$ cat src/rtl/mem_arb_pkg.sv
// Shared types for the IF/MEM unified-memory arbiter.
// Latency: n/a (types and constants only).
// Backpressure: n/a.
package mem_arb_pkg;

  // Width of the fetch starvation counter; STARVE_MAX must fit in it.
  localparam int STARVE_W = 4;

  // Arbiter FSM: idle, or waiting for the response of the one outstanding access.
  typedef enum logic [1:0] {
    IDLE   = 2'd0,
    WAIT_I = 2'd1,
    WAIT_D = 2'd2
  } arb_state_t;

  // Owner of the request presented to memory in IDLE.
  typedef enum logic {
    OWN_I = 1'b0,
    OWN_D = 1'b1
  } arb_owner_t;

endpackage

$ cat src/rtl/mem_arb_starve.sv
// Saturating count of IDLE arbitrations lost by a pending fetch to data.
// Latency: count updates on the clock after inc/clr; sat is combinational from the count.
// Backpressure: none; holds its value on any cycle without inc or clr.
module mem_arb_starve
  import mem_arb_pkg::*;
#(
  parameter int STARVE_MAX = 4
) (
  input  logic clk,
  input  logic reset_n,
  input  logic i_inc,
  input  logic i_clr,
  output logic o_sat
);

  localparam logic [STARVE_W-1:0] MAX_C = STARVE_W'(STARVE_MAX);

  logic [STARVE_W-1:0] r_cnt;

  // Clear on a fetch grant, otherwise count data wins up to the saturation limit.
  always_ff @(posedge clk or negedge reset_n) begin
    if (!reset_n) begin
      r_cnt <= '0;
    end else if (i_clr) begin
      r_cnt <= '0;
    end else if (i_inc && (r_cnt != MAX_C)) begin
      r_cnt <= r_cnt + STARVE_W'(1);
    end
  end

  assign o_sat = (r_cnt == MAX_C);

endmodule

$ cat src/rtl/mem_arbiter.sv
// Shares one single-ported memory between fetch and data, one access in flight.
// Latency: grant is combinational with m_gnt; response routed combinationally from m_rvalid; 2-cycle issue spacing.
// Backpressure: without m_gnt the selected request stays on m_* and the requester holds; starvation guard forces fetch.
module mem_arbiter
  import mem_arb_pkg::*;
#(
  parameter int XLEN       = 32,
  parameter int STARVE_MAX = 4
) (
  input  logic              clk,
  input  logic              reset_n,
  input  logic              i_req,
  input  logic [XLEN-1:0]   i_addr,
  input  logic              i_kill,
  output logic              i_gnt,
  output logic              i_rvalid,
  output logic [XLEN-1:0]   i_rdata,
  input  logic              d_req,
  input  logic              d_we,
  input  logic [XLEN-1:0]   d_addr,
  input  logic [XLEN-1:0]   d_wdata,
  input  logic [XLEN/8-1:0] d_be,
  output logic              d_gnt,
  output logic              d_rvalid,
  output logic [XLEN-1:0]   d_rdata,
  output logic              m_req,
  output logic              m_we,
  output logic [XLEN-1:0]   m_addr,
  output logic [XLEN-1:0]   m_wdata,
  output logic [XLEN/8-1:0] m_be,
  input  logic              m_gnt,
  input  logic              m_rvalid,
  input  logic [XLEN-1:0]   m_rdata,
  output logic              err
);

  arb_state_t r_state, w_state_nxt;
  arb_owner_t w_owner;
  logic       r_kill_pend;
  logic       r_err;
  logic       w_sat;
  logic       w_sel_any;
  logic       w_m_req, w_m_we;
  logic [XLEN-1:0]   w_m_addr, w_m_wdata;
  logic [XLEN/8-1:0] w_m_be;
  logic       w_i_gnt, w_d_gnt, w_i_rvalid, w_d_rvalid;

  mem_arb_starve #(
    .STARVE_MAX(STARVE_MAX)
  ) u_starve (
    .clk    (clk),
    .reset_n(reset_n),
    .i_inc  ((r_state == IDLE) && i_req && w_d_gnt),
    .i_clr  (w_i_gnt),
    .o_sat  (w_sat)
  );

  // Pick the IDLE owner: a starved fetch wins, otherwise data beats fetch.
  always_comb begin
    w_owner   = OWN_D;
    w_sel_any = 1'b0;
    if (i_req && (w_sat || !d_req)) begin
      w_owner   = OWN_I;
      w_sel_any = 1'b1;
    end else if (d_req) begin
      w_owner   = OWN_D;
      w_sel_any = 1'b1;
    end
  end

  // Next state, memory request mux, grants and response routing.
  always_comb begin
    w_state_nxt = r_state;
    w_m_req     = 1'b0;
    w_m_we      = 1'b0;
    w_m_addr    = '0;
    w_m_wdata   = '0;
    w_m_be      = '0;
    w_i_gnt     = 1'b0;
    w_d_gnt     = 1'b0;
    w_i_rvalid  = 1'b0;
    w_d_rvalid  = 1'b0;
    unique case (r_state)
      IDLE: begin
        if (w_sel_any) begin
          w_m_req = 1'b1;
          if (w_owner == OWN_I) begin
            w_m_addr = i_addr;
            w_m_be   = '1;
            w_i_gnt  = m_gnt;
            if (m_gnt) w_state_nxt = WAIT_I;
          end else begin
            w_m_we    = d_we;
            w_m_addr  = d_addr;
            w_m_wdata = d_wdata;
            w_m_be    = d_be;
            w_d_gnt   = m_gnt;
            if (m_gnt) w_state_nxt = WAIT_D;
          end
        end
      end
      WAIT_I: begin
        if (m_rvalid) begin
          // A flush seen at any point of the wait, including now, drops the fetch data.
          w_i_rvalid  = !(r_kill_pend || i_kill);
          w_state_nxt = IDLE;
        end
      end
      WAIT_D: begin
        if (m_rvalid) begin
          w_d_rvalid  = 1'b1;
          w_state_nxt = IDLE;
        end
      end
      default: w_state_nxt = IDLE;
    endcase
  end

  // State register.
  always_ff @(posedge clk or negedge reset_n) begin
    if (!reset_n) r_state <= IDLE;
    else          r_state <= w_state_nxt;
  end

  // Remember a flush during WAIT_I until the fetch response retires.
  always_ff @(posedge clk or negedge reset_n) begin
    if (!reset_n) begin
      r_kill_pend <= 1'b0;
    end else if ((r_state == WAIT_I) && !m_rvalid) begin
      r_kill_pend <= r_kill_pend | i_kill;
    end else begin
      r_kill_pend <= 1'b0;
    end
  end

  // Sticky error on a response with nothing outstanding or a grant with nothing requested.
  always_ff @(posedge clk or negedge reset_n) begin
    if (!reset_n) begin
      r_err <= 1'b0;
    end else if (((r_state == IDLE) && m_rvalid) || (m_gnt && !w_m_req)) begin
      r_err <= 1'b1;
    end
  end

  // Outputs are forced quiet while reset is asserted, whatever the inputs do.
  assign i_gnt    = reset_n & w_i_gnt;
  assign d_gnt    = reset_n & w_d_gnt;
  assign i_rvalid = reset_n & w_i_rvalid;
  assign d_rvalid = reset_n & w_d_rvalid;
  assign i_rdata  = (reset_n && w_i_rvalid) ? m_rdata : '0;
  assign d_rdata  = (reset_n && w_d_rvalid) ? m_rdata : '0;
  assign m_req    = reset_n & w_m_req;
  assign m_we     = reset_n & w_m_we;
  assign m_addr   = reset_n ? w_m_addr  : '0;
  assign m_wdata  = reset_n ? w_m_wdata : '0;
  assign m_be     = reset_n ? w_m_be    : '0;
  assign err      = r_err;

endmodule

$ cat config.mk
export PLATFORM = sky130hd
export DESIGN_NAME = mem_arbiter
export DESIGN_NICKNAME = d
export VERILOG_FILES = /design/src/rtl/mem_arb_pkg.sv /design/src/rtl/mem_arb_starve.sv /design/src/rtl/mem_arbiter.sv
export SDC_FILE = /design/constraint.sdc
export NUM_CORES = 1
export LEC_CHECK = 0
export ABC_AREA = 1
export BUFFER_PORTS_ARGS = -buffer_cell sky130_fd_sc_hd__buf_2
export CAP_MARGIN = 5
export CORE_AREA = 2 2 108 110
export DETAILED_ROUTE_END_ITERATION = 10
export DIE_AREA = 0 0 110 112
export PLACE_DENSITY = 0.47
export SLEW_MARGIN = 20
export SYNTH_ARGS = -nofsm -noshare
export SYNTH_HDL_FRONTEND = slang
export SYNTH_SLANG_ARGS = --single-unit
$ cat constraint.sdc
create_clock -name clk -period 1.8 [get_ports clk]
set_input_delay 0.36 -clock clk [delete_from_list [all_inputs] [get_ports clk]]
set_output_delay 0.36 -clock clk [all_outputs]
set_load 0.01 [all_outputs]
==> flow_summary.yaml <==
status:
  outcome: "finished, violations left"
  failed_checks: "setup timing"
setup_path:
  reg2reg_from: "u_starve.r_cnt[0]"
  critPathMaxStageDelay_ns: 0.37
  cp.arrival_ns: 1.63
  worstPathRequired_ns: 1.44
  path_delay_family: "buffers and inverters"
  timing.rr.end: "u_starve.r_cnt[2]"
  critical_path_class: "flop to output pin"
  path_cells: "inv_2 > ha_4 > nand3_4 > nand2_4 > nand2_8 > buf_12 > buf_16 > o21ai_2 > nor2_1 > buf_2"
  crit_path_top_delay_cell: "dfrtp_1"
  r2r_cells: 13
  r2r_setup_slack_ns: 0.18
  cp-end-kind: "output pin"
  cp_num_buf_inv: 4
  cp-start-kind: "flop"
  path_max_fanout: 6
sta:
  finalCritPeriodShare_pct: 111
  final-hold-violation-count: 0
  tightestPinTransition_ns: 0.216
  whs_ns: 0.188
  fin_ws_ns: -0.191
  skew_ns: 0.00236
  slew_viol_final: 0
  rsz0062_at_grt: "true"
  max_slew_margin_pct: 85.6
  layout_min_cycle_time_ns: 1.99
  setup_viol: 138
  max_freq_mhz: 502
cells_and_area:
  final_area_mm2: 0.00507
  areaGrowthSynthToFinish_pct: 182
  layoutNonFillerInstCount: 817
  final_common_cell: "buf_2"
  layout_common_cells: "222 x buf_2, 105 x nor2_1, 60 x buf_6"
  nNetsFinal: 820
  drive_gt1_share_pct: 66.1
synthesis:
  synth.top_cell.area_share_pct: 36.0
  ys_warn_count: 0
  ys_types: 24
  syn_inst: 367
  synth_top_family_by_area: "simple AND/OR/NAND/NOR gates"
  yosys.area_share.xor_xnor_pct: 0.972
  synth-adder-area-share_pct: 3.47
  syn_area_per_cell_um2: 4.91
  netlist_area_mm2: 0.00180
  ys_seq_area_share_pct: 11.1
  yosys_register_bits: 8
  synthSimpleGateAreaFrac_pct: 53.5
  synth_compound_area_share_pct: 10.3
  synth_nets: 512
  synthTopCellsByArea: "nor2_1 36%, dfrtp_1 11%, nand2_1 11%"
  synth_top_cell_by_area: "nor2_1"
  muxShareOfSynthArea_pct: 0
floorplan:
  start_util_pct: 16.1
  die_y_um: 112
  coreArea_mm2: 0.0112
  ioPinCount: 279
  die_x_um: 110
  dieArea_mm2: 0.0123
  num_rows: 39
clock_network:
  root_buffer: "clkbuf_16"
  clkTransAtPathRegs_ns: 0.04
  cts_max_level: 1
  cts_tree: "built"
  cts_made_buffers: 3
  clock_latency_ns: 0.24
  clock_path_buffers: 2
  clock_sinks: 8
routing:
  routed_via_density: 4.21
  drc: 0
  drt_wl_total_um: 10800
  drt_first_pass_iters: 4
  wl_per_cell_um: 13.3
  vias: 3439
  dr.first_iter.drc_count: 124
  ant_nets: 0
grt:
  grt_pass1_wl_um: 14200
  grt_pass1_vias: 3022
  grt_overflow_total: 0
  grt_max_degree: 38
  grt_use_total_pct: 14.1
  antenna_found_initial: 1
min_path:
  hp-class: "input pin to async pin"
power:
  vdd_drop_max_mv: 0.340
  leakage_nw: 2.78
  power.total_mw: 3.64
  power_density_mw_per_mm2: 717
placed_design:
  place_ws_ns: -0.0617
  place.gp.congestion: 0.917
  io_buffers: 278
  dp_hpwl_um: 7150
  placed_area_mm2: 0.00347
  dp_cells: 789
job:
  max-cap-violations: 0
[Yosys cell counts]
| cell type | number |
|---|---|
| inv_2 | 2 |
| nand2_4 | 1 |
| clkinv_2 | 1 |
| clkbuf_2 | 2 |
| o21ai_0 | 31 |
| nand3_1 | 8 |
| xor2_1 | 2 |
| dfrtp_1 | 8 |
| inv_1 | 45 |
| nand2_1 | 53 |
| inv_4 | 1 |
| nand3_2 | 1 |
| o21ai_1 | 5 |
| buf_4 | 1 |
| buf_2 | 2 |
| clkbuf_1 | 6 |
| nor3_4 | 1 |
| nor2_1 | 173 |
| nand2_2 | 2 |
| nand4_1 | 2 |
| buf_6 | 12 |
| ha_1 | 5 |
| nor2_2 | 2 |
| a21oi_1 | 1 |
[how the worst max path moves through the flow]
stage,startpoint,to,slack (ns),cells after the start
6_report,u_starve.r_cnt[0],m_addr[30],-0.19,10
3_3_place_gp,r_state[0],m_wdata[0],-0.04,8
5_1_grt,r_state[1],m_addr[8],-0.29,10
4_1_cts,u_starve.r_cnt[1],m_addr[30],-0.21,10
3_5_place_dp,r_state[1],m_addr[10],-0.06,10
2_1_floorplan,r_state[0],m_addr[12],0.07,9
[metal layers]
layer	vias up	share of wire (%)	track usage [%]
li1	1709	-	-
met1	1555	37	16.4
met2	165	54	26.9
met3	10	7.7	2.52
met4	0	1.0	1.86
met5	-	0	0
[final cells by class]
| cell class | count | area (um2) |
|---|---|---|
| Timing Repair Buffer | 326 | 2550 |
| Fill cell | 1100 | 6100 |
| Clock buffer | 3 | 75.1 |
| Inverter | 49 | 211 |
| Antenna cell | 1 | 2.50 |
| Tap cell | 143 | 179 |
| Sequential cell | 8 | 200 |
| Multi-Input combinational cell | 287 | 1860 |
[what timing repair did]
item,in CTS,in global routing
resized for setup,96,184
hold buffers,1,0
buffers inserted,5,4
hold endpoints to repair,2,0
setup endpoints to repair,138,138
pin swaps,8,19
gates cloned,9,7
[registers in the layout, indices dropped and copies added (netlist names)]
register,cells
u_starve.r_cnt,4
err,1
r_state,2
r_kill_pend,1
[where the power goes]
group / internal [mW] / switching (mW)
clock: 0.288 / 0.101
combinational: 1.47 / 1.51
sequential: 0.236 / 0.0393
[per-stage QoR]
stage	utilization, %	TNS [ns]
after floorplan	-	0
after global placement	31.0	-0.0371
after detailed placement	31.0	-0.451
after CTS	36.6	-16.07
after global routing	45.4	-26.92
final	45.4	-15.42
[worst register-to-register path, delay by kind of cell, from the launching register on]
kind	cells	cell delay (ns)
buffers and inverters	6	0.62
adder cells (fa/ha/maj)	1	0.13
flip-flops	1	0.37
AND/OR/NAND/NOR	6	0.40
[cell families after synthesis]
group	count (synthesis)
simple gates	243
fa+ha+maj	5
compound gates	37
flops	8
buf+inv	72
xor+xnor	2
(Power assumes the default switching activity.)
